===== src/rtl/cnn_fifo_delay_ctrl.sv =====
// cnn_fifo_delay_ctrl
//
// Sequencing controller for the CNN sample-delay FIFO. Turns an input stream
// into the same stream delayed by DELAY accepted samples by steering the
// FIFO write/read strobes through prefill (FILL), steady state (STEADY) and
// end-of-frame drain (DRAIN).
//
// Ports:
//   clk            single clock, all state updates on its rising edge
//   reset          asynchronous active-low reset (FIFO shares it)
//   valid_in       input sample valid
//   data_in        input sample
//   frame_end      last sample of a frame, qualified by valid_in
//   in_ready       controller accepts input (low only while draining)
//   fifo_write     FIFO write strobe
//   fifo_read      FIFO read strobe
//   fifo_data_in   FIFO write data (passthrough of data_in)
//   fifo_data_out  FIFO registered read data
//   fifo_full      FIFO full flag
//   fifo_empty     FIFO empty flag
//   valid_out      data_out holds a delayed sample (fifo_read delayed 1 cycle)
//   data_out       delayed sample (passthrough of fifo_data_out)
//   level          samples currently held in the FIFO
//   busy           controller is not idle
//   err            sticky protocol/overflow error, cleared only by reset
module cnn_fifo_delay_ctrl #(
    parameter int DATA_WIDTH  = 32,
    parameter int DELAY       = 13,
    parameter int COUNT_WIDTH = 4
) (
    input  logic                   clk,
    input  logic                   reset,
    input  logic                   valid_in,
    input  logic [DATA_WIDTH-1:0]  data_in,
    input  logic                   frame_end,
    output logic                   in_ready,
    output logic                   fifo_write,
    output logic                   fifo_read,
    output logic [DATA_WIDTH-1:0]  fifo_data_in,
    input  logic [DATA_WIDTH-1:0]  fifo_data_out,
    input  logic                   fifo_full,
    input  logic                   fifo_empty,
    output logic                   valid_out,
    output logic [DATA_WIDTH-1:0]  data_out,
    output logic [COUNT_WIDTH-1:0] level,
    output logic                   busy,
    output logic                   err
);

    typedef enum logic [1:0] {
        IDLE,
        FILL,
        STEADY,
        DRAIN
    } state_t;

    localparam logic [COUNT_WIDTH-1:0] DELAY_C = COUNT_WIDTH'(DELAY);

    state_t                 state_reg, state_next;
    logic [COUNT_WIDTH-1:0] level_reg, level_next;
    logic                   valid_out_reg;
    logic                   err_reg, err_next;
    logic                   acc;
    logic                   rd_req;

    always_comb begin
        in_ready   = (state_reg != DRAIN);
        // Nothing is accepted while reset is held, so no strobe can reach
        // the FIFO during reset even if valid_in is high.
        acc        = valid_in & in_ready & reset;
        rd_req     = ((state_reg == STEADY) & acc) |
                     ((state_reg == DRAIN) & (level_reg != '0));
        fifo_read  = rd_req & ~fifo_empty;
        // A full FIFO can still take a write when a read frees a slot in
        // the same cycle.
        fifo_write = acc & ~(fifo_full & ~fifo_read);

        // level follows the strobes actually issued, saturating at both ends.
        level_next = level_reg;
        case ({fifo_write, fifo_read})
            2'b10: if (level_reg != DELAY_C) level_next = level_reg + 1'b1;
            2'b01: if (level_reg != '0)      level_next = level_reg - 1'b1;
            default: level_next = level_reg;
        endcase

        err_next = err_reg |
                   (valid_in & ~in_ready) |
                   (acc & ~fifo_write) |
                   (rd_req & ~fifo_read) |
                   (frame_end & ~valid_in);

        state_next = state_reg;
        case (state_reg)
            IDLE: begin
                if (acc) begin
                    if (frame_end)        state_next = DRAIN;
                    else if (DELAY == 1)  state_next = STEADY;
                    else                  state_next = FILL;
                end
            end
            FILL: begin
                if (acc) begin
                    if (frame_end)                  state_next = DRAIN;
                    else if (level_next == DELAY_C) state_next = STEADY;
                end
            end
            STEADY: begin
                if (acc & frame_end) state_next = DRAIN;
            end
            DRAIN: begin
                // Leave as soon as the last held sample is being read, so a
                // new frame can start in the very next cycle.
                if (level_next == '0) state_next = IDLE;
            end
            default: state_next = IDLE;
        endcase
    end

    always_ff @(posedge clk or negedge reset) begin
        if (!reset) begin
            state_reg     <= IDLE;
            level_reg     <= '0;
            valid_out_reg <= 1'b0;
            err_reg       <= 1'b0;
        end else begin
            state_reg     <= state_next;
            level_reg     <= level_next;
            valid_out_reg <= fifo_read;
            err_reg       <= err_next;
        end
    end

    assign fifo_data_in = data_in;
    assign data_out     = fifo_data_out;
    assign valid_out    = valid_out_reg;
    assign level        = level_reg;
    assign busy         = (state_reg != IDLE);
    assign err          = err_reg;

endmodule


===== config.mk =====
export PLATFORM = sky130hd
export DESIGN_NAME = cnn_fifo_delay_ctrl
export DESIGN_NICKNAME = d
export VERILOG_FILES = /design/src/rtl/cnn_fifo_delay_ctrl.sv
export SDC_FILE = /design/constraint.sdc
export NUM_CORES = 1
export LEC_CHECK = 0
export ABC_CLOCK_PERIOD_IN_PS = 3500
export CORE_AREA = 2 2 64 81
export DETAILED_ROUTE_END_ITERATION = 7
export DIE_AREA = 0 0 66 83
export PLACE_DENSITY = 0.8
export RECOVER_POWER = 50
export SYNTH_ARGS = -nofsm -noshare
export SYNTH_HDL_FRONTEND = slang
export SYNTH_SLANG_ARGS = --single-unit

===== constraint.sdc =====
create_clock -name clk -period 3.5 [get_ports clk]
set_input_delay 0.7 -clock clk [delete_from_list [all_inputs] [get_ports clk]]
set_output_delay 0.7 -clock clk [all_outputs]
set_load 0.01 [all_outputs]

==> flow_metrics.py, run 1 <==
metrics = {
    "run_status": {
        "outcome": "finished clean",
    },
    "placed_design": {
        "place_hpwl_um": 1776,
        "numPortBuffers": 15,
        "dpl-instance-area_um2": 1075,
        "gp_congestion": 0.8103,
    },
    "critical_path": {
        "reg2reg_from": "level[1]$_DFF_PN0_",
        "path_max_fanout": 5,
        "cp_slowest_cell": "clkdlybuf4s50_1",
        "rr_endpoint": "state_reg[1]$_DFFE_PN0P_",
        "rrSetupSlack_ns": 0.24,
        "crit_end": "state_reg[1]$_DFFE_PN0P_",
        "cp.depth": 13,
        "end_kind": "flip-flop",
        "worstPathRequired_ns": 3.65,
        "path_cells": "clkdlybuf4s50_1, and3_4, a22oi_2, or2_1, buf_4, inv_2, ha_4, and2b_2, nand4b_1, a32oi_2, a41oi_2, a211oi_2, mux2i_1",
        "start_kind": "primary input",
        "rr_worst_depth": 14,
        "cp_num_buf_inv": 3,
        "critical_path_class": "primary input to flip-flop",
        "cp.arrival_ns": 3.54,
        "crit_family": "simple AND/OR/NAND/NOR gates",
        "crit_start": "valid_in",
        "max_stage_delay_ns": 0.48,
    },
    "pwr": {
        "ir_drop_v": 0.0004385,
        "p_comb_frac": 0.742,
        "p_clk_frac": 0.106,
        "p_leak_nw": 0.5101,
        "switchingPower_w": 0.0004303,
        "internal_power_w": 0.0005966,
        "p_per_area_nw_per_um2": 841.7,
        "p_sw_frac": 0.4190,
        "finalPower_w": 0.001027,
        "seqPwrFrac": 0.152,
    },
    "yosys": {
        "yosys_warnings": 0,
        "synth_edf_count": 0,
        "synth.avg_cell_area_um2": 8.435,
        "synth_seq_area_share": 0.1572,
        "async_flop_share": 1.000,
        "synthFlopType": "dfrtp_1",
        "synth_seq_cells": 8,
        "synth_cell_types": 39,
        "synth_cells": 151,
        "synth_fp_nets": 230,
        "synth_area_um2": 1274,
    },
    "cts": {
        "htree_levels": 1,
        "cts_tree": "done",
        "cts_buffer_depth": 2,
        "clock_sinks": 8,
        "worstSkewPairLatency_ns": 0.23,
        "numCtsBuffers": 3,
        "path_clk_slew_ns": 0.04,
        "ctsHoldBuffers": 0,
        "root_buffer": "clkbuf_8",
    },
    "floorplanning": {
        "die_h_um": 83,
        "die-area_um2": 5478,
        "dieWidth_um": 66,
        "io_pins": 144,
        "fp-row-count": 28,
        "initial_core_util": 0.2713,
        "core_um2": 4695,
    },
    "detailed_routing": {
        "finalWirelength_um": 2463,
        "vias": 823,
        "wl_per_cell_um": 14.07,
        "vias_per_cell": 4.703,
        "first_pass_iters": 4,
        "drcViolationCount": 0,
        "drt_iter0_drc": 26,
        "antenna_left": 0,
    },
    "layout": {
        "final_area_um2": 1220,
        "mostFrequentLayoutCells": "clkdlybuf4s50_1, buf_4, inv_1",
        "multi_input_area_um2": 625.6,
        "nFillCells": 522,
        "final_util": 0.2599,
        "final_nets": 196,
        "area_growth_pct": -4.224,
        "layout_commonest_cell": "clkdlybuf4s50_1",
        "largest_register_ffs": 4,
        "n_antenna_cell": 0,
        "drive_above_1_share": 0.3478,
        "seqCellArea_um2": 200.2,
    },
    "timing": {
        "setup_tns_ns": 0,
        "fin_crit_ns": 3.392,
        "fin_worst_skew_ns": 0.001552,
        "relSlewSlack": 0.6602,
        "hold_viol": 0,
        "setup_viol": 0,
        "worst_pin_slew_ns": 0.5097,
        "slew_viol_final": 0,
        "min_period_over_period": 0.9692,
        "fmax_mhz": 294.8,
        "holdWs_ns": 0.4813,
    },
    "grt": {
        "antenna_found_initial": 0,
        "grt_max_degree": 13,
        "grt_pass1_wl_um": 3463,
        "grt_pass1_vias": 755,
        "track_usage": 0.07881,
        "grt-ovfl-total": 0,
    },
    "flow_run": {
        "maxCapViolCount": 0,
    },
    "min_path": {
        "hp-class": "flip-flop to flip-flop",
        "worstHoldPathCells": 2,
    },
}
[logic make-up after synthesis]
family	synth area share
simple gates	0.1552
fa+ha+maj	0.08841
compound gates	0.1513
mux	0.02358
buf+inv	0.4244
flops	0.1572
[layer usage]
| layer | track usage | vias to the layer above | part of all wire |
|---|---|---|---|
| li1 | - | 375 | - |
| met1 | 0.08299 | 386 | 0.34 |
| met2 | 0.1267 | 35 | 0.49 |
| met3 | 0.01355 | 27 | 0.095 |
| met4 | 0.07607 | 0 | 0.075 |
| met5 | 0 | - | 0 |
[stage by stage]
step                      cells  setup slack (ns)
final                       175            0.1078
after global routing        175          -0.08743
after CTS                   173           0.06117
after detailed placement    170           -0.1692
after global placement      170          -0.06178
after floorplan             151            0.2170
[how the worst min path moves through the flow]
| stage | start | slack [ns] | end |
|---|---|---|---|
| after floorplan | reset | 0.40 | err$_DFF_PN0_ |
| after global placement | err$_DFF_PN0_ | 0.49 | err$_DFF_PN0_ |
| after detailed placement | err$_DFF_PN0_ | 0.48 | err$_DFF_PN0_ |
| after CTS | err$_DFF_PN0_ | 0.49 | err$_DFF_PN0_ |
| after global routing | err$_DFF_PN0_ | 0.51 | err$_DFF_PN0_ |
| final | err$_DFF_PN0_ | 0.48 | err$_DFF_PN0_ |
[Yosys cell counts (all sizes together) (2+ instances only)]
cell type	number	area [µm²]
a21boi	2	15.01
a31oi	3	18.77
and2	3	20.02
inv	11	41.29
or2	2	12.51
nand2	4	15.01
and2b	4	33.79
mux2i	3	30.03
a41oi	2	25.03
nor3	3	15.01
or2b	2	15.01
buf	66	499.2
and3	3	21.27
ha	9	112.6
o21ai	3	15.01
dfrtp	8	200.2
nor2	4	15.01
a21oi	3	15.01
[cell type report]
cell class / count / area share
Clock buffer: 3 / 0.03385
Inverter: 11 / 0.03385
Tap cell: 60 / 0.06154
Sequential cell: 8 / 0.1641
Timing Repair Buffer: 27 / 0.1938
Multi-Input combinational cell: 66 / 0.5128
[tightest hold or removal path: cells and delay by family, from the launching register on]
kind / cells / cell delay, ns
flops: 1 / 0.34
compound gates: 1 / 0.06
simple gates: 1 / 0.04
[timing repair]
item                       4_1_cts  5_1_grt
setup endpoints to repair        0        2
resized for setup                0       21
setup buffers                    0        2
[power groups by stage]
| stage | sequential [W] | combinational, W | clock, W |
|---|---|---|---|
| global placement | 0.000155 | 0.000611 | 0 |
| floorplan | 0.000180 | 0.000467 | 0 |
| CTS | 0.000156 | 0.000630 | 0.000109 |
| detailed placement | 0.000158 | 0.000626 | 0 |
| finish | 0.000156 | 0.000762 | 0.000109 |
| global route | 0.000162 | 0.000834 | 0.000113 |
Power figures use the tool's default switching activity.
==> inputs of run 2 (changes only) <==
- ABC_AREA: not set -> 1
- CELL_PAD_IN_SITES_DETAIL_PLACEMENT: not set -> 0
- CELL_PAD_IN_SITES_GLOBAL_PLACEMENT: not set -> 1
- CORE_AREA: 2 2 64 81 -> 2 2 81 102
- DIE_AREA: 0 0 66 83 -> 0 0 83 104
- PLACE_DENSITY: 0.8 -> not set
- PLACE_DENSITY_LB_ADDON: not set -> 0.1
==> run 2 against run 1 <==
  * Via count increased by 2.7%
  * Core utilization fell by 11 points
  * Non-clock buffer count fell by 7
  * Fmax up 6.1%
  * Design area decreased by 8.5%
  * Final cell count is 30% higher
  * Synthesized cell count grew 15%
  * Worst setup slack better by 0.19 ns
  * Largest cell class unchanged
  * Highest routed layer unchanged
==> flow_metrics.py, run 2 <==
metrics = {
    "run_status": {
        "outcome": "finished clean",
    },
    "layout": {
        "n_antenna_cell": 0,
        "final_util": 0.1449,
        "final_area_um2": 1116,
        "area_growth_pct": -11.68,
        "instances_no_fill": 227,
        "layout_commonest_cell": "nand2_1",
        "drive_above_1_share": 0.1970,
        "mostFrequentLayoutCells": "nand2_1, inv_1, clkdlybuf4s50_1",
        "final_nets": 213,
        "largest_register_ffs": 4,
    },
    "yosys": {
        "synth_edf_count": 0,
        "synth_seq_cells": 8,
        "synth_seq_area_share": 0.1584,
        "yosysMostFrequentCell": "buf_4",
        "yosys_warnings": 0,
        "synth_cells": 174,
        "synth.avg_cell_area_um2": 7.263,
        "synth_top_area_frac": 0.3802,
        "synth_fp_nets": 253,
        "synth_area_um2": 1264,
        "synth_area_leader_cell": "buf_4",
        "synthFlopType": "dfrtp_1",
        "async_flop_share": 1.000,
        "synth_cell_types": 21,
        "synthTopCellsByArea": "buf_4, dfrtp_1, ha_1",
        "ys_top_cells_by_count": "buf_4, nand2_1, inv_1, nand2_2, nand3_1",
    },
    "placed_design": {
        "dpl-instance-area_um2": 1079,
        "gp_congestion": 0.6736,
        "place_hpwl_um": 2338,
        "numPortBuffers": 15,
        "place_ws_ns": 0.1286,
        "place_inst": 224,
    },
    "critical_path": {
        "cp.depth": 8,
        "rr_worst_depth": 21,
        "critPathMostFrequentCell": "clkdlybuf4s50_1",
        "path_cells": "clkdlybuf4s50_1, nand3_1, o22ai_1, inv_1, nor2_2, inv_2, a21oi_2, clkdlybuf4s50_1",
        "path_max_fanout": 3,
        "crit_family": "buffers and inverters",
        "critical_path_class": "primary input to output pin",
        "cp_num_buf_inv": 4,
        "cp_slowest_cell": "clkdlybuf4s50_1",
        "cp.arrival_ns": 2.50,
        "worstPathRequired_ns": 2.80,
        "end_kind": "output pin",
        "start_kind": "primary input",
        "max_stage_delay_ns": 0.57,
    },
    "detailed_routing": {
        "vias_per_cell": 3.722,
        "drcViolationCount": 0,
        "drt_iter0_drc": 14,
        "first_pass_iters": 4,
        "wl_per_cell_um": 12.44,
        "antenna_left": 0,
        "vias": 845,
        "finalWirelength_um": 2823,
    },
    "cts": {
        "root_buffer": "clkbuf_8",
        "clock_sinks": 8,
        "ctsHoldBuffers": 0,
        "numCtsBuffers": 3,
        "cts-resized-gates": 0,
        "cts_buffer_depth": 2,
        "htree_levels": 1,
        "cts_setup_buffers": 0,
        "cts_tree": "done",
        "worstSkewPairLatency_ns": 0.23,
        "path_clk_slew_ns": 0.05,
    },
    "grt": {
        "grt_pass1_vias": 1001,
        "antenna_found_initial": 0,
        "track_usage": 0.06716,
        "grt-ovfl-total": 0,
        "grt_pass1_wl_um": 4609,
        "grt_max_degree": 12,
    },
    "timing": {
        "fin_worst_skew_ns": 0.006171,
        "min_period_over_period": 0.9139,
        "hold_viol": 0,
        "layout_setup_ws_ns": 0.3015,
        "fin_crit_ns": 3.198,
        "relSlewSlack": 0.6335,
        "setup_tns_ns": 0,
        "worst_pin_slew_ns": 0.5497,
        "rsz0062_at_grt": "false",
        "slew_viol_final": 0,
        "setup_viol": 0,
        "fmax_mhz": 312.6,
    },
    "pwr": {
        "ir_drop_v": 0.0001695,
        "p_leak_nw": 0.4940,
        "p_per_area_nw_per_um2": 782.4,
    },
    "floorplanning": {
        "die_h_um": 104,
        "io_pins": 144,
        "dieWidth_um": 83,
        "core_um2": 7702,
        "fp-row-count": 36,
        "initial_core_util": 0.1641,
        "die-area_um2": 8632,
    },
    "min_path": {
        "worstHoldPathCells": 2,
        "hp-class": "flip-flop to flip-flop",
    },
    "flow_run": {
        "maxCapViolCount": 0,
    },
}
==> run 2: cell types whose count changed after synthesis, sizes merged, moves of 4 or more <==
cell,change
and2b,-4
nor2,+7
nand2,+29
inv,+7
nand3,+13
==> run 2: layout make-up <==
cell class                 count  area [µm²]
sequential                     8       200.2
timing repair buffer          20       183.9
inverter                      18       67.56
tap                           95       118.9
fill                         877        6586
clock buffer                   3       41.29
multi-input combinational     83       504.2
==> run 2: cells by family after synthesis <==
family,count (synthesis),share of synthesized area
buffers and inverters,83,0.4426
and+or+nand+nor,63,0.2535
AOI/OAI and AO/OA,10,0.04950
adders and majority gates,9,0.08911
DFF,8,0.1584
xor gates and xnor gates,1,0.006932
==> run 2: tightest hold or removal path, delay by kind of cell, from the launching register on <==
kind,cells,cell delay (ns)
compound gates,2,0.12
flops,1,0.34
==> run 2: metrics by stage <==
| step | power (W) | hold slack (ns) |
|---|---|---|
| after floorplan | 0.0006469 | 0.4044 |
| after global placement | 0.0007872 | 0.5028 |
| after detailed placement | 0.0007772 | 0.4988 |
| after CTS | 0.0009031 | 0.5102 |
| after global routing | 0.0009820 | 0.5247 |
| final | 0.0008732 | 0.5009 |
==> run 2: path summary, 6_finish.rpt <==
kind	to	startpoint	slack [ns]
max in group asynchronous	state_reg[1]$_DFFE_PN0P_	reset	2.16
max reg2reg	state_reg[0]$_DFFE_PN0P_	level[0]$_DFF_PN0_	0.54
min reg2reg	err$_DFF_PN0_	err$_DFF_PN0_	0.50
min	err$_DFF_PN0_	err$_DFF_PN0_	0.50
min in group asynchronous	level[1]$_DFF_PN0_	reset	0.98
max	fifo_write	reset	0.30
==> run 2: report_power, final <==
group | switching [W] | internal [W] | total, W
logic | 0.000328 | 0.000241 | 0.000569
clock network | 0.0000401 | 0.0000749 | 0.000115
registers | 0.0000595 | 0.000130 | 0.000189
==> run 2: routing by layer <==
metal / up-vias / track usage / part of all wire / wire, µm
met4: 0 / 0.04801 / 0.025 / 70
met5: - / 0 / 0 / 0
li1: 397 / - / - / -
met3: 14 / 0.02937 / 0.085 / 241
met1: 375 / 0.06072 / 0.38 / 1074
met2: 59 / 0.1181 / 0.51 / 1436
